===== src/rtl/exec_unit.sv =====
// exec_unit: cpu15-family execute stage (ALU, load/store, branches, Z/C/N flags).
// Latency: single-cycle ops register results one CLK_EX edge after the opcode; MUL takes DATA_W+1 edges.
// Backpressure: BUSY stalls fetch during MUL (only when EXEC_MUL_EN is defined; otherwise BUSY is tied 0).
module exec_unit #(
  parameter int DATA_W = 16,
  parameter int PC_W   = 8
) (
  input  logic              CLK_EX,
  input  logic              RESET_N,
  input  logic [4:0]        OP_CODE,
  input  logic [DATA_W-1:0] REG_A,
  input  logic [DATA_W-1:0] REG_B,
  input  logic [DATA_W/2-1:0] OP_DATA,
  input  logic [DATA_W-1:0] RAM_OUT,
  output logic [PC_W-1:0]   P_COUNT,
  output logic [DATA_W-1:0] REG_IN,
  output logic [DATA_W-1:0] RAM_IN,
  output logic              REG_WEN,
  output logic              RAM_WEN,
  output logic              BUSY,
  output logic [2:0]        FLAGS
);

  localparam int HALF = DATA_W / 2;

  localparam logic [4:0] OP_MOV = 5'h00;
  localparam logic [4:0] OP_ADD = 5'h01;
  localparam logic [4:0] OP_SUB = 5'h02;
  localparam logic [4:0] OP_AND = 5'h03;
  localparam logic [4:0] OP_OR  = 5'h04;
  localparam logic [4:0] OP_SL  = 5'h05;
  localparam logic [4:0] OP_SR  = 5'h06;
  localparam logic [4:0] OP_SRA = 5'h07;
  localparam logic [4:0] OP_LDL = 5'h08;
  localparam logic [4:0] OP_LDH = 5'h09;
  localparam logic [4:0] OP_CMP = 5'h0A;
  localparam logic [4:0] OP_JE  = 5'h0B;
  localparam logic [4:0] OP_JMP = 5'h0C;
  localparam logic [4:0] OP_LD  = 5'h0D;
  localparam logic [4:0] OP_ST  = 5'h0E;
  localparam logic [4:0] OP_HLT = 5'h0F;
  localparam logic [4:0] OP_JNE = 5'h11;
  localparam logic [4:0] OP_JC  = 5'h12;
  localparam logic [4:0] OP_JN  = 5'h13;

  // Flag bit positions within FLAGS = {N, C, Z}
  localparam int FZ = 0;
  localparam int FC = 1;
  localparam int FN = 2;

  logic [DATA_W:0]   sum;
  logic [DATA_W:0]   diff;
  logic [PC_W-1:0]   pc_inc;
  logic [PC_W-1:0]   target;
  logic [DATA_W-1:0] n_reg_in;
  logic [DATA_W-1:0] n_ram_in;
  logic              n_reg_wen;
  logic              n_ram_wen;
  logic [PC_W-1:0]   n_pc;
  logic [2:0]        n_flags;

`ifdef EXEC_MUL_EN
  localparam logic [4:0] OP_MUL = 5'h10;
  localparam int CW = $clog2(DATA_W + 1);

  typedef enum logic [0:0] {S_IDLE, S_MUL} state_t;

  state_t            state;
  logic              mul_start;
  logic [DATA_W-1:0] mul_a;
  logic [DATA_W-1:0] mul_b;
  logic [DATA_W-1:0] acc;
  logic [CW-1:0]     cnt;
  logic [DATA_W-1:0] mul_step;

  // One LSB-first shift-add step: add the shifted multiplicand when the current multiplier bit is set
  assign mul_step = acc + (mul_b[0] ? mul_a : '0);
`else
  assign BUSY = 1'b0;
`endif

  assign sum    = {1'b0, REG_A} + {1'b0, REG_B};
  assign diff   = {1'b0, REG_A} - {1'b0, REG_B};
  assign pc_inc = P_COUNT + PC_W'(1);
  assign target = OP_DATA[PC_W-1:0];

  // Decode the presented opcode into next-state values for a single-cycle instruction
  always_comb begin
    n_reg_in  = REG_IN;
    n_ram_in  = RAM_IN;
    n_reg_wen = 1'b0;
    n_ram_wen = 1'b0;
    n_pc      = pc_inc;
    n_flags   = FLAGS;
`ifdef EXEC_MUL_EN
    mul_start = 1'b0;
`endif
    case (OP_CODE)
      OP_MOV: begin n_reg_in = REG_B; n_reg_wen = 1'b1; end
      OP_ADD: begin
        n_reg_in  = sum[DATA_W-1:0];
        n_reg_wen = 1'b1;
        n_flags   = {sum[DATA_W-1], sum[DATA_W], (sum[DATA_W-1:0] == '0)};
      end
      OP_SUB: begin
        n_reg_in  = diff[DATA_W-1:0];
        n_reg_wen = 1'b1;
        n_flags   = {diff[DATA_W-1], diff[DATA_W], (diff[DATA_W-1:0] == '0)};
      end
      OP_AND: begin n_reg_in = REG_A & REG_B; n_reg_wen = 1'b1; end
      OP_OR:  begin n_reg_in = REG_A | REG_B; n_reg_wen = 1'b1; end
      OP_SL:  begin n_reg_in = {REG_A[DATA_W-2:0], 1'b0}; n_reg_wen = 1'b1; end
      OP_SR:  begin n_reg_in = {1'b0, REG_A[DATA_W-1:1]}; n_reg_wen = 1'b1; end
      OP_SRA: begin n_reg_in = {REG_A[DATA_W-1], REG_A[DATA_W-1:1]}; n_reg_wen = 1'b1; end
      OP_LDL: begin n_reg_in = {REG_A[DATA_W-1:HALF], OP_DATA}; n_reg_wen = 1'b1; end
      OP_LDH: begin n_reg_in = {OP_DATA, REG_A[HALF-1:0]}; n_reg_wen = 1'b1; end
      // Borrow out of the widened subtract is the unsigned A<B condition
      OP_CMP: n_flags = {diff[DATA_W-1], diff[DATA_W], (diff[DATA_W-1:0] == '0)};
      OP_JE:  if (FLAGS[FZ]) n_pc = target;
      OP_JMP: n_pc = target;
      OP_LD:  begin n_reg_in = RAM_OUT; n_reg_wen = 1'b1; end
      OP_ST:  begin n_ram_in = REG_A; n_ram_wen = 1'b1; end
      // Holding PC makes fetch keep returning HLT, so the core stays parked
      OP_HLT: n_pc = P_COUNT;
      OP_JNE: if (!FLAGS[FZ]) n_pc = target;
      OP_JC:  if (FLAGS[FC]) n_pc = target;
      OP_JN:  if (FLAGS[FN]) n_pc = target;
`ifdef EXEC_MUL_EN
      OP_MUL: begin mul_start = 1'b1; n_pc = P_COUNT; end
`endif
      default: ; // NOP: PC+1, no writes
    endcase
  end

  // Register all outputs; the multiplier FSM, when present, takes priority over single-cycle decode
  always_ff @(posedge CLK_EX or negedge RESET_N) begin
    if (!RESET_N) begin
      P_COUNT <= '0;
      REG_IN  <= '0;
      RAM_IN  <= '0;
      REG_WEN <= 1'b0;
      RAM_WEN <= 1'b0;
      FLAGS   <= '0;
`ifdef EXEC_MUL_EN
      BUSY    <= 1'b0;
      state   <= S_IDLE;
      mul_a   <= '0;
      mul_b   <= '0;
      acc     <= '0;
      cnt     <= '0;
`endif
    end
`ifdef EXEC_MUL_EN
    else if (state == S_MUL) begin
      // OP_CODE is ignored here; operands were latched on the accept edge
      acc     <= mul_step;
      mul_a   <= {mul_a[DATA_W-2:0], 1'b0};
      mul_b   <= {1'b0, mul_b[DATA_W-1:1]};
      cnt     <= cnt - CW'(1);
      REG_WEN <= 1'b0;
      RAM_WEN <= 1'b0;
      if (cnt == CW'(1)) begin
        REG_IN  <= mul_step;
        REG_WEN <= 1'b1;
        P_COUNT <= pc_inc;
        BUSY    <= 1'b0;
        state   <= S_IDLE;
      end
    end
    else if (mul_start) begin
      mul_a   <= REG_A;
      mul_b   <= REG_B;
      acc     <= '0;
      cnt     <= CW'(DATA_W);
      BUSY    <= 1'b1;
      REG_WEN <= 1'b0;
      RAM_WEN <= 1'b0;
      state   <= S_MUL;
    end
`endif
    else begin
      P_COUNT <= n_pc;
      REG_IN  <= n_reg_in;
      RAM_IN  <= n_ram_in;
      REG_WEN <= n_reg_wen;
      RAM_WEN <= n_ram_wen;
      FLAGS   <= n_flags;
    end
  end

endmodule


===== config.mk =====
export PLATFORM = sky130hd
export DESIGN_NAME = exec_unit
export DESIGN_NICKNAME = d
export VERILOG_FILES = /design/src/rtl/exec_unit.sv
export SDC_FILE = /design/constraint.sdc
export NUM_CORES = 1
export LEC_CHECK = 0
export CORE_MARGIN = 2
export CORE_UTILIZATION = 23
export DETAILED_ROUTE_END_ITERATION = 6
export GPL_ROUTABILITY_DRIVEN = 0
export GPL_TIMING_DRIVEN = 0
export PLACE_DENSITY = 0.41
export SLEW_MARGIN = 5
export SYNTH_ARGS = -nofsm -noshare
export SYNTH_HDL_FRONTEND = slang
export SYNTH_SLANG_ARGS = --single-unit

===== constraint.sdc =====
create_clock -name CLK_EX -period 1.53 [get_ports CLK_EX]
set_input_delay 0.306 -clock CLK_EX [delete_from_list [all_inputs] [get_ports CLK_EX]]
set_output_delay 0.306 -clock CLK_EX [all_outputs]
set_load 0.005 [all_outputs]

==> impl_metrics.toml, run 1 <==
[status]
status = "complete, but fails checks"
violations = "negative setup slack"

[routing]
num_vias = 6225
drt_pass1_iterations = 5
wirelength_um = 25780
drc = 0
drtIter0Drc = 410
viasPerCell = 5.578
ant_nets = 0
wl_per_cell_um = 23.10

[grt]
grt_usage_pct = 21.14
overflow = 0
grt_pass1_wl_um = 38530
grt_pass1_vias = 6262
grt_max_degree = 33
antenna_found_initial = 0

[synthesis]
netlist_area_mm2 = 0.005195
synthXorXnorAreaFrac_pct = 3.035
synth-seq-cells = 45
synth_fa_ha_area_share_pct = 13.29
synth_compound_area_share_pct = 30.61
syn_inst = 654
muxShareOfSynthArea_pct = 4.263
ys_async_sr_fraction_pct = 100.0
ys_seq_area_share_pct = 21.68
synth_top_family_by_area = "compound AO/OA/AOI/OAI gates"
synth_top_area_cell = "dfrtp_1"
synth_edf_count = 0
syn_nets = 771
synth_top_area_share_pct = 21.68
synth_cell_types = 76
yosysWarningCount = 0
ys.flop_type = "dfrtp_1"
ys_top_cells_by_area = "dfrtp_1 (22%), ha_1 (13%), o21ai_0 (4.4%)"
synth-simple-area-share_pct = 19.10
syn_area_per_cell_um2 = 7.943

[critical_path]
startpoint_type = "primary input"
crit_fanout = 5
end_kind = "flip-flop"
crit_path_cell_trace = "dlygate4sd2_1, inv_2, ha_4, and2b_2, a311oi_4, a2111oi_4, buf_4, buf_4, a311o_1, a221o_1, o21ai_1, o21ai_1"
reg2reg_from = "FLAGS[0]$_DFFE_PN0P_"
slowest_delay_ns = 0.41
cp.required_ns = 1.70
crit_path_end = "REG_IN[12]$_DFFE_PN0P_"
cp_num_buf_inv = 4
cp_num_cells = 12
crit_type = "in -> reg"
cp.arrival_ns = 2.84
r2r_end = "P_COUNT[6]$_DFFE_PN0P_"
cp-startpoint = "REG_B[7]"
reg2reg_slack_ns = -0.18
worst_r2r_path_depth = 8
worst_path_max_delay_cell = "a311o_1"
crit_family = "compound AO/OA/AOI/OAI gates"

[sta]
drv_slew = 0
worst_slack_ns = -1.147
rsz0062_at_grt = "yes"
finClkSkew_ns = 0.006309
period_share_pct = 175.0
holdWs_ns = 0.2747
clock.fmax_mhz = 373.6
fin_crit_ns = 2.677
hold_viol_final = 0
setup_viol = 27

[cells_and_area]
syn2layout_area_growth_pct = 67.92
finalNonFillerCells = 1116
final_cell_area_mm2 = 0.008723
num_antenna_cells = 0
final_nets = 952
multi_input_area_mm2 = 0.004679
fin_util_pct = 39.60
seq_area_mm2 = 0.001129
fillers = 2235
drive_above_1_share_pct = 41.27

[die]
die_x_um = 154.3
dieArea_mm2 = 0.02381
dieHeight_um = 154.3
ios = 109
rows = 54
fp.coreArea_mm2 = 0.02203
initial_core_util_pct = 23.59

[placement]
place_inst = 1040
dpl_cell_area_mm2 = 0.006939
dpl.hpwl_um = 18870
numPortBuffers = 105

[worst_hold_path]
hold_path_class = "in -> reg"
worst_hold_startpoint = "REG_A[2]"

[cts]
cts.clk_slew.worst_paths_ns = 0.07
worstSkewPairLatency_ns = 0.30
cts_num_sinks = 45
h-tree-depth = 2
cts_root_buf = "clkbuf_16"
cts_tree = "yes"
cts.path.max_buffers = 2
cts_buffers = 5

[power]
p_per_area_mw_per_mm2 = 780.9
p_leak_nw = 3.534
vdd_ir_drop_max_uv = 406.4
total_power_mw = 6.812

[run]
max_cap_viol_count = 0
-- metrics by stage --
stage / TNS (ns) / worst slack [ns]
6_report: -13.41 / -1.147
5_1_grt: -15.06 / -1.240
4_1_cts: -13.88 / -1.096
3_5_place_dp: -63.15 / -2.837
3_3_place_gp: -119.40 / -2.781
2_1_floorplan: -13.36 / -1.036
-- timing repair --
action,CTS,global route
setup buffers,49,22
endpoints found under the hold margin,13,0
hold buffers,1,0
setup endpoints to repair,53,38
resized for setup,297,133
gates cloned,1,0
pin swaps,48,54
-- where the power goes --
group | total (mW) | switching (mW) | internal [mW]
clock network | 1.45 | 0.518 | 0.935
logic | 3.71 | 1.82 | 1.89
registers | 1.65 | 0.180 | 1.47
-- cell type report --
type                       instances  area share, %
multi-input combinational        514          53.64
tap                              280          4.016
buffer                            39          4.891
timing repair buffer             177          19.31
inverter                          53          3.026
clock buffer                       5          1.434
sequential                        45          12.94
clock inverter                     3         0.7458
-- how the worst min path moves through the flow --
stage | depth (start not counted) | endpoint | slack (ns)
floorplan | 0 | FLAGS[0]$_DFFE_PN0P_ | 0.01
global placement | 2 | REG_IN[8]$_DFFE_PN0P_ | 0.48
detailed placement | 1 | RAM_IN[1]$_DFFE_PN0P_ | 0.24
CTS | 2 | RAM_IN[2]$_DFFE_PN0P_ | 0.29
global route | 2 | RAM_IN[2]$_DFFE_PN0P_ | 0.27
finish | 2 | RAM_IN[2]$_DFFE_PN0P_ | 0.27
-- synth_stat cells, drive strengths merged (11+ instances only) --
| cell | count |
|---|---|
| dfrtp | 45 |
| nand2b | 15 |
| buf | 12 |
| inv | 52 |
| clkbuf | 30 |
| xnor2 | 15 |
| nor3 | 17 |
| a22oi | 20 |
| a221oi | 16 |
| o21ai | 50 |
| ha | 52 |
| a21oi | 46 |
| mux2 | 17 |
| nand2 | 42 |
| nor4 | 11 |
| nand3 | 16 |
| nor2 | 48 |
-- logic make-up after synthesis --
family,after synthesis
compound gates,225
xor+xnor,18
fa+ha+maj,54
buf+inv,95
flops,45
mux,20
other cells,1
simple gates,196
-- layer usage --
metal  up-vias  share of wire [%]  track usage (%)
met5         -                  0                0
met4         0                3.9            8.951
met3        52                4.1            1.709
met2       239                 47            34.72
met1      3126                 45            28.65
li1       2808                  -                -
-- registers in the layout, summed over array words and instances (netlist names) --
| register | flops |
|---|---|
| REG_WEN | 1 |
| P_COUNT | 8 |
| RAM_IN | 16 |
| REG_IN | 16 |
| FLAGS | 3 |
| RAM_WEN | 1 |
-- layout by cell type (no fill, tap or decap), drive strengths merged, types with 5 or more instances in the layout --
master         count
xnor2             15
inv               53
o211ai             9
nand2             42
dlygate4sd2        6
a222oi             9
a21o               5
nand3             16
and3               5
nand2b            15
o21ai             50
or3               10
dlymetal6s2s       8
a221o              5
dfrtp             45
o31ai              6
a311oi             5
a211oi             8
nor2b              6
clkdlybuf4s50     63
a221oi            16
ha                52
nor3              17
buf              118
clkbuf            23
a22oi             20
nand4             10
nor2              48
a31oi              7
nor4              11
mux2              17
a21oi             46
Power figures use the tool's default switching activity.
==> run 2, diff against run 1 <==
--- a/config.mk
+++ b/config.mk
@@ -6,11 +6,11 @@
 export NUM_CORES = 1
 export LEC_CHECK = 0
 export CORE_MARGIN = 2
-export CORE_UTILIZATION = 23
+export CORE_UTILIZATION = 48
 export DETAILED_ROUTE_END_ITERATION = 6
 export GPL_ROUTABILITY_DRIVEN = 0
 export GPL_TIMING_DRIVEN = 0
-export PLACE_DENSITY = 0.41
+export PLACE_DENSITY = 0.76
 export SLEW_MARGIN = 5
 export SYNTH_ARGS = -nofsm -noshare
 export SYNTH_HDL_FRONTEND = slang
==> run 2 against run 1 <==
  * The run ends with design-rule violations, negative setup slack left
  * Routed wire length down 4.4%
  * Clock-buffer cell count rose by 2
  * Critical endpoint is now FLAGS[0]$_DFFE_PN0P_
  * Combinational power hardly changed
  * Clock skew grew 0.0068 ns
  * Die area down 51%
  * Sequential share of layout area grew 0.65 points
  * Highest routed layer unchanged
  * First-iteration DRC count increased to 3.0 times the previous value
  * Power is 8.8% lower
  * Fmax down 1.2%
  * Via count increased by 9.9%
  * Setup slack lost 0.033 ns
==> impl_metrics.toml, run 2 (synthesis gave the netlist of run 1 again) <==
[sta]
drv_slew = 0
clock.fmax_mhz = 369.0
worst_slack_ns = -1.180
worst_pin_slew_ns = 0.5723
rsz0062_at_grt = "yes"
finClkSkew_ns = 0.01310
fin_tns_setup_ns = -14.79
fin_crit_ns = 2.710
slew_headroom_pct = 61.85
period_share_pct = 177.1
setup_viol = 29
hold_viol_final = 0

[cells_and_area]
layout_commonest_cell = "buf_4"
reg_top3 = "RAM_IN: 16 flops, REG_IN: 16 flops, P_COUNT: 8 flops"
syn2layout_area_growth_pct = 59.92
drive_above_1_share_pct = 39.21
num_antenna_cells = 0
final_cell_mix = "buf_4 (66), clkdlybuf4s50_1 (58), dfrtp_1 (43)"
final_cell_area_mm2 = 0.008308
final_nets = 951

[critical_path]
cp.required_ns = 1.75
worst_path_max_delay_cell = "fa_2"
crit_path_cell_trace = "buf_12, buf_4, ha_4, inv_4, fa_2, buf_4, xnor2_2, a31oi_4, nand4_1, nor4_2, nand3_1, nor4_4, a41oi_1, o21ai_1"
reg2reg_slack_ns = -0.30
startpoint_type = "primary input"
cp_num_cells = 14
crit_type = "in -> reg"
cpMostUsedCell = "buf_4"
cp_num_buf_inv = 4
r2r_end = "P_COUNT[2]$_DFFE_PN0P_"
cp-startpoint = "REG_A[0]"
slowest_delay_ns = 0.36
worst_r2r_path_depth = 7
reg2reg_from = "FLAGS[0]$_DFFE_PN0P_"
crit_path_end = "FLAGS[0]$_DFFE_PN0P_"
crit_fanout = 3
end_kind = "flip-flop"
cp.arrival_ns = 2.93
crit_family = "simple AND/OR/NAND/NOR gates"

[cts]
worstSkewPairLatency_ns = 0.32
cts_root_buf = "clkbuf_8"
cts.clk_slew.worst_paths_ns = 0.11
cts_buffers = 5
h-tree-depth = 2
cts_tree = "yes"
cts.path.max_buffers = 2
cts_num_sinks = 45

[power]
vdd_ir_drop_max_uv = 584.3
p_per_area_mw_per_mm2 = 747.4
p_leak_nw = 3.462

[grt]
antenna_found_initial = 0
grt_pass1_vias = 6507
grt_pass1_wl_um = 35090
overflow = 0
grt_usage_pct = 38.79
grt_max_degree = 34

[die]
dieArea_mm2 = 0.01167
fp.coreArea_mm2 = 0.01042
ios = 109
die_x_um = 108.0
rows = 37
dieHeight_um = 108.0
initial_core_util_pct = 49.87

[placement]
detailedPlace.worstSlack_ns = -2.594
dpl_cell_area_mm2 = 0.006759
numPortBuffers = 105
dpl.hpwl_um = 15200

[status]
violations = "design-rule violations, negative setup slack"
status = "complete, but fails checks"

[worst_hold_path]
hold_path_class = "in -> reg"

[routing]
drtIter0Drc = 1248
viasPerCell = 7.051
ant_nets = 0
drt_pass1_iterations = 7
drc = 22
wirelength_um = 24650
num_vias = 6839
wl_per_cell_um = 25.41

[run]
max_cap_viol_count = 0
-- run 2: changes by cell type in the layout (fill, tap and decap cells not counted), moves of 4 or more --
cell / previous run / this run
buf_8: 13 / 9
clkbuf_16: 6 / 2
nor2_1: 34 / 38
a21oi_1: 26 / 30
clkdlybuf4s50_1: 63 / 58
clkbuf_8: 5 / 12
dlygate4sd2_1: 6 / 13
clkbuf_2: 6 / 12
o21ai_1: 24 / 18
o21ai_0: 18 / 23
-- run 2: layout make-up --
cell class	count	area, µm²
plain buffers	39	402.9
well taps	136	170.2
clock buffers	7	86.33
repair buffers	176	1648
inverters	53	264.0
multi-input cells	514	4608
flip-flops and latches	45	1129
fillers	643	2108
-- run 2: worst min-delay path by stage --
stage | start | endpoint | slack [ns] | cells after the start
floorplan | RESET_N | FLAGS[0]$_DFFE_PN0P_ | 0.01 | 0
global placement | REG_IN[10]$_DFFE_PN0P_ | REG_IN[10]$_DFFE_PN0P_ | 0.46 | 2
detailed placement | RESET_N | RAM_IN[0]$_DFFE_PN0P_ | 0.24 | 1
CTS | REG_A[2] | RAM_IN[2]$_DFFE_PN0P_ | 0.26 | 2
global route | REG_A[2] | RAM_IN[2]$_DFFE_PN0P_ | 0.29 | 2
finish | REG_A[2] | RAM_IN[2]$_DFFE_PN0P_ | 0.28 | 2
-- run 2: through the flow --
stage	total power [mW]	util (%)	std cells	hold WS, ns
2_1_floorplan	3.098	-	654	0.01041
3_3_place_gp	4.266	64.74	895	0.4643
3_5_place_dp	4.345	64.89	896	0.2378
4_1_cts	5.669	75.10	952	0.2628
5_1_grt	6.444	79.76	970	0.2868
6_report	6.210	79.76	970	0.2801
-- run 2: metal layers --
metal	part of all wire [%]	track usage [%]
met2	44	62.71
met5	0	0
met4	7.2	18.86
met1	36	49.46
met3	12	7.836
-- run 2: report_power, final --
group | internal [mW] | switching (mW) | total (mW)
registers | 1.47 | 0.197 | 1.67
clock network | 0.362 | 0.494 | 0.855
logic | 1.82 | 1.86 | 3.69
total | 3.66 | 2.55 | 6.21
-- run 2: timing repair --
action	CTS	global route
endpoints found under the setup margin	54	34
pin swaps	46	36
cloned	2	2
hold buffers	1	0
resized for setup	285	88
endpoints found under the hold margin	12	0
setup buffers	49	16
